$ cat src/rtl/instr_fetch_queue_pkg.sv
// Shared definitions for the instruction fetch queue.
// Opcode field layout, HALT encoding and a clog2 helper.
package instr_fetch_queue_pkg;

    // Opcode occupies the top OPC_W bits of every instruction word.
    localparam int OPC_W = 5;
    localparam logic [OPC_W-1:0] OPC_HALT = 5'b00000;

    function automatic int clog2(input int n);
        int r;
        r = 0;
        while ((1 << r) < n) r++;
        return r;
    endfunction

endpackage

$ cat src/rtl/instr_fetch_queue_fifo.sv
// Circular buffer for the fetch queue: push, pop, flush, count.
// Pointers wrap naturally because DEPTH is a power of two.
module ifq_fifo
    import instr_fetch_queue_pkg::*;
#(
    parameter int W = 32,
    parameter int DEPTH = 4,
    localparam int AW = clog2(DEPTH),
    localparam int CW = AW + 1
) (
    input  logic          clk,
    input  logic          rst_n,
    input  logic          i_push,
    input  logic [W-1:0]  i_din,
    input  logic          i_pop,
    input  logic          i_flush,
    output logic [W-1:0]  o_dout,
    output logic [CW-1:0] o_count,
    output logic          o_empty
);

    logic [W-1:0]  r_mem [DEPTH];
    logic [AW-1:0] r_wr_ptr;
    logic [AW-1:0] r_rd_ptr;
    logic [CW-1:0] r_count;

    // Storage array; flush discards the write of that cycle.
    always_ff @(posedge clk) begin
        if (i_push && !i_flush) r_mem[r_wr_ptr] <= i_din;
    end

    // Pointer and occupancy tracking.
    always_ff @(posedge clk or negedge rst_n) begin
        if (!rst_n) begin
            r_wr_ptr <= '0;
            r_rd_ptr <= '0;
            r_count  <= '0;
        end else if (i_flush) begin
            r_wr_ptr <= '0;
            r_rd_ptr <= '0;
            r_count  <= '0;
        end else begin
            if (i_push) r_wr_ptr <= r_wr_ptr + AW'(1);
            if (i_pop)  r_rd_ptr <= r_rd_ptr + AW'(1);
            case ({i_push, i_pop})
                2'b10:   r_count <= r_count + CW'(1);
                2'b01:   r_count <= r_count - CW'(1);
                default: r_count <= r_count;
            endcase
        end
    end

    assign o_dout  = r_mem[r_rd_ptr];
    assign o_count = r_count;
    assign o_empty = (r_count == '0);

endmodule

$ cat src/rtl/instr_fetch_queue.sv
// Instruction fetch front end: fetch PC, epoch squash, HALT stop, queue.
// Optional same-cycle bypass of an empty queue: define IFQ_BYPASS_EN.
module instr_fetch_queue
    import instr_fetch_queue_pkg::*;
#(
    parameter int ADDR_W = 16,
    parameter int INSTR_W = 16,
    parameter int DEPTH = 4,
    parameter int PC_STEP = 2,
    parameter logic [ADDR_W-1:0] RESET_PC = '0
) (
    input  logic               clk,
    input  logic               rst_n,
    output logic               imem_req,
    output logic [ADDR_W-1:0]  imem_addr,
    input  logic [INSTR_W-1:0] imem_rdata,
    output logic               out_valid,
    input  logic               out_ready,
    output logic [INSTR_W-1:0] out_instr,
    output logic [ADDR_W-1:0]  out_pc_add,
    input  logic               redirect,
    input  logic [ADDR_W-1:0]  redirect_pc,
    input  logic               stall,
    output logic               halt_out,
    output logic               err
);

    localparam int AW = clog2(DEPTH);
    localparam int CW = AW + 1;
    localparam int DW = INSTR_W + ADDR_W;

    logic [ADDR_W-1:0] r_pc;
    logic [ADDR_W-1:0] r_inf_pc_add;
    logic              r_epoch;
    logic              r_inflight;
    logic              r_inf_epoch;
    logic              r_halted;
    logic              r_err;

    logic [ADDR_W:0]   w_pc_sum;
    logic [CW:0]       w_level;
    logic              w_issue;
    logic              w_resp;
    logic              w_resp_halt;
    logic              w_byp;
    logic              w_deq;
    logic              w_push;
    logic              w_pop;
    logic [DW-1:0]     w_head;
    logic [CW-1:0]     w_count;
    logic              w_empty;

    assign w_pc_sum = {1'b0, r_pc} + (ADDR_W+1)'(PC_STEP);
    assign w_level  = {1'b0, w_count} + {{CW{1'b0}}, r_inflight};

    // In-flight requests reserve a slot so a response always fits.
    assign w_issue = rst_n & ~stall & ~r_halted & ~redirect
                   & (w_level < (CW+1)'(DEPTH));

    // Responses from an older epoch, or arriving during redirect, are stale.
    assign w_resp = r_inflight & (r_inf_epoch == r_epoch) & ~redirect;
    assign w_resp_halt =
        (imem_rdata[INSTR_W-1 -: OPC_W] == OPC_HALT);

`ifdef IFQ_BYPASS_EN
    assign w_byp = w_empty & w_resp;
`else
    assign w_byp = 1'b0;
`endif

    assign out_valid  = ~redirect & (~w_empty | w_byp);
    assign out_instr  = w_byp ? imem_rdata   : w_head[DW-1 -: INSTR_W];
    assign out_pc_add = w_byp ? r_inf_pc_add : w_head[ADDR_W-1:0];
    assign halt_out   = out_valid
                      & (out_instr[INSTR_W-1 -: OPC_W] == OPC_HALT);

    assign w_deq  = out_valid & out_ready & ~stall & ~redirect;
    assign w_push = w_resp & ~(w_byp & w_deq);
    assign w_pop  = w_deq & ~w_byp;

    assign imem_req  = w_issue;
    assign imem_addr = r_pc;
    assign err       = r_err;

    ifq_fifo #(
        .W     (DW),
        .DEPTH (DEPTH)
    ) u_fifo (
        .clk     (clk),
        .rst_n   (rst_n),
        .i_push  (w_push),
        .i_din   ({imem_rdata, r_inf_pc_add}),
        .i_pop   (w_pop),
        .i_flush (redirect),
        .o_dout  (w_head),
        .o_count (w_count),
        .o_empty (w_empty)
    );

    // Fetch PC: redirect target wins, otherwise step on each issue.
    always_ff @(posedge clk or negedge rst_n) begin
        if (!rst_n) begin
            r_pc <= RESET_PC;
        end else if (redirect) begin
            r_pc <= redirect_pc;
        end else if (w_issue) begin
            r_pc <= w_pc_sum[ADDR_W-1:0];
        end
    end

    // Epoch and in-flight tag used to squash responses after redirect.
    always_ff @(posedge clk or negedge rst_n) begin
        if (!rst_n) begin
            r_epoch      <= 1'b0;
            r_inflight   <= 1'b0;
            r_inf_epoch  <= 1'b0;
            r_inf_pc_add <= '0;
        end else begin
            if (redirect) r_epoch <= ~r_epoch;
            r_inflight <= w_issue;
            if (w_issue) begin
                r_inf_epoch  <= r_epoch;
                r_inf_pc_add <= w_pc_sum[ADDR_W-1:0];
            end
        end
    end

    // Halt stops issue once a HALT word is accepted; redirect resumes.
    always_ff @(posedge clk or negedge rst_n) begin
        if (!rst_n) begin
            r_halted <= 1'b0;
        end else if (redirect) begin
            r_halted <= 1'b0;
        end else if (w_resp && w_resp_halt) begin
            r_halted <= 1'b1;
        end
    end

    // Sticky flag for a PC increment that carried out of the address width.
    always_ff @(posedge clk or negedge rst_n) begin
        if (!rst_n) begin
            r_err <= 1'b0;
        end else if (w_issue && w_pc_sum[ADDR_W]) begin
            r_err <= 1'b1;
        end
    end

endmodule

$ cat config.mk
export PLATFORM = sky130hd
export DESIGN_NAME = instr_fetch_queue
export DESIGN_NICKNAME = d
export VERILOG_FILES = /design/src/rtl/instr_fetch_queue_pkg.sv /design/src/rtl/instr_fetch_queue_fifo.sv /design/src/rtl/instr_fetch_queue.sv
export SDC_FILE = /design/constraint.sdc
export NUM_CORES = 1
export LEC_CHECK = 0
export CAP_MARGIN = 20
export CORE_ASPECT_RATIO = 1.2
export CORE_MARGIN = 2
export CORE_UTILIZATION = 45
export CTS_CLUSTER_DIAMETER = 100
export CTS_CLUSTER_SIZE = 14
export DETAILED_ROUTE_END_ITERATION = 10
export PLACE_DENSITY = 0.72
export SLEW_MARGIN = 10
export SYNTH_ARGS = -nofsm -noshare
export SYNTH_HDL_FRONTEND = slang
export SYNTH_SLANG_ARGS = --single-unit
$ cat constraint.sdc
create_clock -name clk -period 2.8 [get_ports clk]
set_clock_uncertainty 0.05 [all_clocks]
set_input_delay 0.56 -clock clk [delete_from_list [all_inputs] [get_ports clk]]
set_output_delay 0.56 -clock clk [all_outputs]
set_load 0.1 [all_outputs]
# After elaboration in Yosys (flattened, before gate mapping)
# Memories as Yosys holds them, arrays and structs flattened.
# Index checks and enable logic that the tools add are counted.
# op_classes
add_sub_neg,6
order_cmp,1
n_eq_ne,3
n_mux,12
bitwise,16
reduce_logical,12
# ops
op,count
16-bit 2-to-1 mux,2
16-bit by 2-bit adder with 17-bit output (second input constant),1
1-bit AND,11
5-bit logical NOT,2
2-bit 2-to-1 mux,4
2-bit nonzero test,4
3-bit one-hot mux with 2 select lines,1
1-bit NOT,5
2-bit by 1-bit adder with 2-bit output (second input constant),2
3-bit by 1-bit adder with 4-bit output,1
4-bit by 3-bit < comparator with 1-bit output (second input constant),1
1-bit 2-to-1 mux,4
3-bit by 1-bit adder with 3-bit output (second input constant),1
1-bit logical AND,3
3-bit logical NOT,1
3-bit 2-to-1 mux,1
3-bit nonzero test,1
3-bit by 1-bit subtractor with 3-bit output (second input constant),1
2-bit by 1-bit equality test with 1-bit output (second input constant),1
2-bit equality test (second input constant),1
1-bit equality test,1
1-bit logical NOT,1
# word_totals
reg_bits,44
mem_bits_rw,128
input_bits,37
output_inout_bits,52
word_cells,61
memories,1
# memory_table
memory,words,word_bits,read_ports,rd_ports_with_merged_regs,write_ports,line_no,source
u_fifo.r_mem,4,32,1,0,1,instr_fetch_queue_fifo.sv:22,logic [W-1:0] r_mem [DEPTH];

# Logic depth before layout (Yosys ltp)
# Gate-level depths: netlist of run 1.
# logic_depth
depth_word,9
depth_mapped,8
ltp_nobuf,7

# By module
# From an unflattened synthesis of run 1, not the netlist that was laid out.
# unflattened
cells_unflattened,413
hier_area_um2,7035.5
# by_module_without_submodules
mod,instances,cells_each,area_per_inst_um2,seq_area_each_um2
ifq_fifo,1,210,5097.4,4018.9
instr_fetch_queue,1,203,1938.1,925.9

# Worst setup path after synthesis of run 1
# OpenSTA, ideal clock, no wires.
# synth_path
path_type,register -> output
from,reg u_fifo.r_rd_ptr[0]
to,out halt_out
arrival_ps,3553
required_time_ps,2190
path_slack_ps,-1363
stages_incl_launch_ff,5
n_path_buf,1
path_cell_list,dfrtp_1 > buf_2 > mux4_2 > or4_1 > nor4_2
# synth_via
elab_chain_len,3
# synth_lines
item,line_no,source
start: declaration,instr_fetch_queue_fifo.sv:24,logic [AW-1:0] r_rd_ptr;
start signal: assignment,instr_fetch_queue_fifo.sv:44,if (i_pop) r_rd_ptr <= r_rd_ptr + AW'(1);
memory read 4 x 32 bit,--,
via out_instr[13],instr_fetch_queue.sv:19,"output logic [INSTR_W-1:0] out_instr,"
5-bit logical NOT,instr_fetch_queue.sv:75,& (out_instr[INSTR_W-1 -: OPC_W] == OPC_HALT);
1-bit AND,instr_fetch_queue.sv:75,
end: declaration,instr_fetch_queue.sv:24,"output logic halt_out,"
# The timed path passes the listed nets, and every way through them passes these cells.

# Worst setup path in the final report of run 1
# layout_path
from,reg u_fifo.r_rd_ptr[0]
to,out halt_out
# layout_via
elab_chain_len,3
# layout_lines
item,line_no
memory read 4 x 32 bit,--
5-bit logical NOT,instr_fetch_queue.sv:75
1-bit AND,instr_fetch_queue.sv:75
# No other way between the ends.

==> results of run 1 <==
-- state kept, by name, summed over array words and instances (netlist names) --
register         cells
r_inf_epoch          1
u_fifo.r_wr_ptr      2
r_halted             1
u_fifo.o_count       3
err                  1
u_fifo.r_mem       128
r_epoch              1
imem_addr           16
r_inflight           1
u_fifo.r_rd_ptr      2
r_inf_pc_add        16
-- stage by stage --
step,cells,utilization [%],total power [W],setup slack [ps],cell area (um2)
2_1_floorplan,424,-,0.00378,-745,7000
3_3_place_gp,714,56.7,0.00416,141,8550
3_5_place_dp,714,56.7,0.00420,104,8550
4_1_cts,747,60.8,0.00653,-256,9170
5_1_grt,749,61.0,0.00671,-254,9200
6_report,749,61.0,0.00650,-181,9200
-- synth_stat cells (all sizes together) (2+ instances only) --
cell type / instances
nor4: 5
buf: 8
o21ai: 27
nor3: 6
inv: 5
nor2b: 2
and3: 10
nor3b: 2
a31oi: 7
o31ai: 2
nand2: 41
edfxtp: 128
a21oi: 3
xor2: 10
nand4: 5
or4: 4
nor2: 18
clkbuf: 13
mux2i: 3
nor4b: 2
xnor2: 14
nand3: 8
a221oi: 2
mux4: 32
or3: 6
dfrtp: 44
ha: 5
-- routing by layer --
metal / wire [um] / up-vias / share of wire [%] / track usage (%)
li1: - / 1858 / - / -
met5: 0 / - / 0 / 0
met2: 7440 / 109 / 52 / 31.0
met4: 180 / 0 / 1.3 / 5.71
met3: 567 / 14 / 4.0 / 3.95
met1: 6100 / 2065 / 43 / 23.5
-- layout make-up --
type,count,area [um2]
Clock inverter,13,165
Timing Repair Buffer,111,1430
Sequential cell,172,4950
Fill cell,1107,5890
Clock buffer,18,429
Multi-Input combinational cell,225,1940
Inverter,6,22.5
Tap cell,204,255
-- worst max-delay path, stage by stage, from the launching register on --
cell     delay [ps]
dfrtp_2         450
mux4_2          570
or4_4           510
nor4_4          210
buf_12          210
-- power by group --
group | total, W | leakage, nW | internal, W | switching (W)
Sequential | 0.00306 | 1.70 | 0.00291 | 0.000149
Clock | 0.00235 | 0.281 | 0.00141 | 0.000943
Combinational | 0.00109 | 1.31 | 0.000387 | 0.000707
-- what timing repair did --
| item | in CTS | in global routing |
|---|---|---|
| setup endpoints to repair | 21 | 22 |
| hold buffers | 1 | 0 |
| setup buffers | 1 | 2 |
| pin swaps | 0 | 0 |
| hold endpoints to repair | 4 | 0 |
| resized for setup | 2 | 3 |
-- cells by family (layout without fill, tap and decap cells) --
| group | after synthesis | after routing | synth area share, % |
|---|---|---|---|
| flops | 172 | 172 | 70.8 |
| simple gates | 113 | 113 | 8.51 |
| compound gates | 46 | 46 | 3.94 |
| mux | 36 | 36 | 10.9 |
| buf+inv | 27 | 148 | 1.67 |
| xor+xnor | 24 | 24 | 3.01 |
| fa+ha+maj | 6 | 6 | 1.18 |
-- worst max-delay path by stage --
stage                                              start                            end  cells after the start
after floorplan           u_fifo.r_rd_ptr[0]$_DFFE_PN0P_                       halt_out                      4
after global placement    u_fifo.r_rd_ptr[0]$_DFFE_PN0P_                       halt_out                      4
after detailed placement                           stall  u_fifo.o_count[1]$_DFFE_PN0P_                      7
after CTS                 u_fifo.r_rd_ptr[0]$_DFFE_PN0P_                       halt_out                      4
after global routing      u_fifo.r_rd_ptr[0]$_DFFE_PN0P_                       halt_out                      4
final                     u_fifo.r_rd_ptr[0]$_DFFE_PN0P_                       halt_out                      4
==> qor.yml, run 1 <==
run_status:
  status: "finished, violations left"
  violations: "negative setup slack"
die:
  io_pins: 89
  die_h_um: 140
  core_um2: 15100
  initial_utilization_pct: 46.3
  die_area_um2: 16500
  die_x_um: 118
  rows: 49
drt:
  dr.pass1.iters: 5
  wl_per_cell_um: 19.1
  drc: 0
  routed_wl_um: 14300
  ant_nets: 0
  vias_per_cell: 5.40
  drt_iter0_drc: 207
  num_vias: 4046
synth:
  netlist_top_cells_area: "edfxtp_1, dfrtp_1, mux4_2"
  netlist_area_um2: 6990
  yosysTopAreaCellShare_pct: 55.0
  async_reset_ff_share_pct: 25.6
  postSynthAreaPerCell_um2: 16.5
  yosysTopAreaCell: "edfxtp_1"
  ys_seq_area_share_pct: 70.8
  ys_ff_latch: 172
  synth.distinct_cells: 48
  yosys_warnings: 0
  synth_top_flop_cell: "edfxtp_1"
  synth-edff-count: 128
  synth_nets: 467
  syn_inst: 424
timing:
  setup_violations: 1
  worst_slack_ps: -181
  hold_viol: 0
  min_period_ps: 2980
  fmax_mhz: 335
  setup-tns-final_ps: -181
  rsz0062_at_grt: "yes"
  finalCritPeriodShare_pct: 106
  relSlewSlack_pct: 62.5
  worst_slew_pin_slew_ps: 557
  holdWs_ps: 433
  slew_viol_final: 0
clocking:
  cts-root-buf: "clkbuf_16"
  cts_buffer_depth: 2
  cts.htree.levels: 4
  clk_transition_reported_paths_ps: 60
  cts_made_buffers: 17
  cts_tree: "built"
  clk_latency_ps: 410
  cts_sinks: 172
worst_hold_path:
  hold_end: "err$_DFFE_PN0P_"
  hp-start: "err$_DFFE_PN0P_"
  hold_class: "reg -> reg"
  hold_depth: 1
critical_path:
  reg2regPathDepth: 5
  crit_arrival_ps: 2370
  end_kind: "output port"
  cp-start-kind: "flip-flop"
  rr_startpoint: "imem_addr[1]$_DFFE_PN0N_"
  critPathKind: "reg -> out"
  cp_max_fo: 5
  worst_ep_required_time_ps: 2190
  r2r_slack_ps: 420
  r2r_end: "imem_addr[15]$_DFFE_PN0N_"
finish:
  drive_gt1_share_pct: 28.1
  nets: 576
  final_common_cell: "edfxtp_1"
  layout_common_cells: "edfxtp_1, dfrtp_1, buf_12"
  diodes: 0
  area_delta_synth_final_pct: 31.6
global_route:
  grt_usage_pct: 18.2
  grt_pass1_vias: 4251
  grt_max_degree: 41
  antenna_found_initial: 0
  grt_first_pass_wirelength_um: 23300
  overflow: 0
run:
  maxCapViolCount: 0
place:
  gp_congestion: 0.824
  hpwl_um: 9810
  io_buffers: 88
power:
  p_per_area_nw_per_um2: 707
  peakVddDrop_mv: 0.419
  leakage_nw: 3.29
(Power assumes the default switching activity.)
==> inputs of run 2 (changes only) <==
--- a/config.mk
+++ b/config.mk
@@ -5,6 +5,7 @@
 export SDC_FILE = /design/constraint.sdc
 export NUM_CORES = 1
 export LEC_CHECK = 0
+export ABC_CLOCK_PERIOD_IN_PS = 2800
 export CAP_MARGIN = 20
 export CORE_ASPECT_RATIO = 1.2
 export CORE_MARGIN = 2
==> results of run 2 <==
No change in the layout: final DEF, timing and power equal those of run 1.
==> inputs of run 3 (changes only) <==
--- a/config.mk
+++ b/config.mk
@@ -5,9 +5,9 @@
 export SDC_FILE = /design/constraint.sdc
 export NUM_CORES = 1
 export LEC_CHECK = 0
-export ABC_CLOCK_PERIOD_IN_PS = 2800
+export ABC_CLOCK_PERIOD_IN_PS = 3400
 export CAP_MARGIN = 20
-export CORE_ASPECT_RATIO = 1.2
+export CORE_ASPECT_RATIO = 2
 export CORE_MARGIN = 2
 export CORE_UTILIZATION = 45
 export CTS_CLUSTER_DIAMETER = 100
==> constraint.sdc (replaced) <==
create_clock -name clk -period 3.4 [get_ports clk]
set_clock_uncertainty 0.05 [all_clocks]
set_input_delay 0.68 -clock clk [delete_from_list [all_inputs] [get_ports clk]]
set_output_delay 0.68 -clock clk [all_outputs]
set_load 0.1 [all_outputs]
==> run 3 against run 2 <==
Against the previous run: the flow now finishes without violations; final cell count down 1.9%; critical path depth did not move; combinational power decreased by 19%; worst hold slack worse by 29 ps; final area is 1.1% lower; critical endpoint unchanged; largest cell class unchanged; highest routed layer unchanged.
==> qor.yml, run 3 (same netlist as run 1, synthesis figures left out) <==
die:
  die_h_um: 180  # +28%
  rows: 64  # +31%
  io_pins: 89  # unchanged
  die_x_um: 92.1  # -22%
  initial_utilization_pct: 45.9  # -0.40 points
  die_area_um2: 16600  # +0.34%
  core_um2: 15200  # +0.88%
critical_path:
  reg2regPathDepth: 5  # unchanged
  r2r_end: "imem_addr[15]$_DFFE_PN0N_"
  cp-start-kind: "flip-flop"
  max_stage_delay_ps: 590  # +20 ps
  crit_slowest_cell: "or4_1"
  crit_arrival_ps: 2540  # +170 ps
  end_kind: "output port"
  cp_max_fo: 7  # +2
  critPathBufInv: 1  # unchanged
  r2r_slack_ps: 960  # +540 ps
  rr_startpoint: "imem_addr[1]$_DFFE_PN0N_"
  critical_path.top_delay_family: "simple AND/OR/NAND/NOR gates"
  critPathKind: "reg -> out"
  worst_ep_required_time_ps: 2670  # +480 ps
  path_cells: "mux4_2 > or4_1 > nor4_4 > buf_12"
finish:
  multi_input_area_um2: 1940  # -0.32%
  largest_register_ff_count: 128  # unchanged
  register_area_um2: 4950  # about the same
  final_common_cell: "edfxtp_1"
  drive_gt1_share_pct: 27.0  # -1.1 points
  layout_common_cells: "edfxtp_1, dfrtp_1, nand2_1"
  stdcell_area_um2: 9090  # -1.1%
  fin_cells: 735  # -1.9%
  nets: 567  # -1.6%
  n_fill_cell: 1169  # +5.6%
  diodes: 0  # unchanged
  largest_register: "u_fifo.r_mem"
  area_delta_synth_final_pct: 30.2
clocking:
  clk_transition_reported_paths_ps: 60  # about the same
  cts-root-buf: "clkbuf_16"
  cts_buffer_depth: 2  # unchanged
  cts_made_buffers: 17  # unchanged
  clk_latency_ps: 420  # about the same
  cts_hold_buf: 0  # -1
  cts_tree: "built"
  cts_sinks: 172  # unchanged
  cts.htree.levels: 4  # unchanged
place:
  io_buffers: 88  # unchanged
  placed_area_um2: 8440  # -1.3%
  dp_cells: 701  # -1.8%
  hpwl_um: 9330  # -4.8%
  gp_congestion: 0.878  # +6.6%
  pre_cts_ws_ps: 301  # +198 ps
global_route:
  grt_first_pass_wirelength_um: 22800  # -2.2%
  overflow: 0  # unchanged
  grt_usage_pct: 18.1  # -0.083 points
  grt_pass1_vias: 4349  # +2.3%
  grt_max_degree: 45  # +9.8%
  antenna_found_initial: 0  # unchanged
timing:
  rsz0062_at_grt: "no"
  holdWs_ps: 403  # -29.1 ps
  slew_viol_final: 0  # unchanged
  finalCritPeriodShare_pct: 96.1
  worst_slew_pin_slew_ps: 578  # +20.7 ps
  worst_slack_ps: 132  # +313 ps
  fmax_mhz: 306
  min_period_ps: 3270
  hold_viol: 0  # unchanged
  relSlewSlack_pct: 61.5  # -1.0 points
  setup-tns-final_ps: 0  # +181 ps
  setup_violations: 0  # -1
power:
  p_per_area_nw_per_um2: 597  # -16%
  peakVddDrop_mv: 0.323  # -23%
  pwr-share-clk_pct: 37.5  # +1.4 points
  seq_power_share_pct: 46.3  # -0.7 points
  power_frac_comb_pct: 16.2  # -0.6 points
  swShare_pct: 27.1  # -0.55 points
  p_int_w: 0.00396  # -16%
  switchingPower_w: 0.00147  # -18%
  leakage_nw: 3.26  # -1.1%
run:
  maxCapViolCount: 0  # unchanged
drt:
  routed_wl_um: 13900  # -2.7%
  drc: 0  # unchanged
  drt_iter0_drc: 237  # +14%
  wl_per_cell_um: 18.9  # -0.85%
  num_vias: 4013  # -0.82%
  ant_nets: 0  # unchanged
  dr.pass1.iters: 4  # -1
  vias_per_cell: 5.46  # +1.1%
worst_hold_path:
  hold_class: "in -> async"
run_status:
  status: "completed"
## run 3: changes by cell type in the layout (fill, tap and decap cells not counted), sizes merged
cell and change:
clkinvlp -2, bufinv +1, buf -8, dlygate4sd3 -1, clkinv +3, inv -2
clkbuf +1
## run 3: worst max path at each step
| stage | from | to | slack, ps | depth (start not counted) |
|---|---|---|---|---|
| 6_report | u_fifo.r_rd_ptr[0]$_DFFE_PN0P_ | halt_out | 130 | 4 |
| 3_5_place_dp | stall | u_fifo.o_count[1]$_DFFE_PN0P_ | 300 | 7 |
| 3_3_place_gp | u_fifo.r_rd_ptr[0]$_DFFE_PN0P_ | halt_out | 390 | 4 |
| 2_1_floorplan | u_fifo.r_rd_ptr[0]$_DFFE_PN0P_ | halt_out | -270 | 4 |
| 4_1_cts | u_fifo.r_rd_ptr[0]$_DFFE_PN0P_ | halt_out | 4 | 4 |
| 5_1_grt | u_fifo.r_rd_ptr[1]$_DFFE_PN0P_ | halt_out | 50 | 4 |
## run 3: metrics by stage
stage                     power, W  utilization [%]
after floorplan            0.00311                -
after global placement     0.00341             55.5
after detailed placement   0.00344             55.5
after CTS                  0.00547             59.7
after global routing       0.00562             59.8
final                      0.00543             59.8
## run 3: power groups by stage
stage | registers [W] | logic (W) | clock network, W
after floorplan | 0.00264 | 0.000466 | 0
after global placement | 0.00254 | 0.000868 | 0
after detailed placement | 0.00256 | 0.000881 | 0
after CTS | 0.00252 | 0.000886 | 0.00207
after global routing | 0.00253 | 0.000930 | 0.00216
final | 0.00251 | 0.000882 | 0.00204
## run 3: what timing repair did
item                                    CTS  global route
resized for setup                         2             0
buffers inserted                          0             2
endpoints found under the setup margin    1             1
## run 3: cell type report
cell class              count  area share, %
clock inverters            13           2.09
flip-flops and latches    172           54.4
well taps                 198           2.72
repair buffers            102           14.3
clock buffers              19           4.87
inverters                   6          0.248
multi-input cells         225           21.3
## run 3: routing by layer
metal | wire length [um] | track usage (%)
met4 | 368 | 8.42
met1 | 5100 | 19.6
met3 | 502 | 3.30
met5 | 0 | 0
met2 | 7930 | 33.6
## run 3: worst register-to-register path, delay by kind of cell, from the launching register on
kind | cells | cell delay (ps)
adder cells (fa/ha/maj) | 1 | 260
flip-flops | 1 | 490
AO/OA/AOI/OAI | 1 | 190
AND/OR/NAND/NOR | 3 | 1350
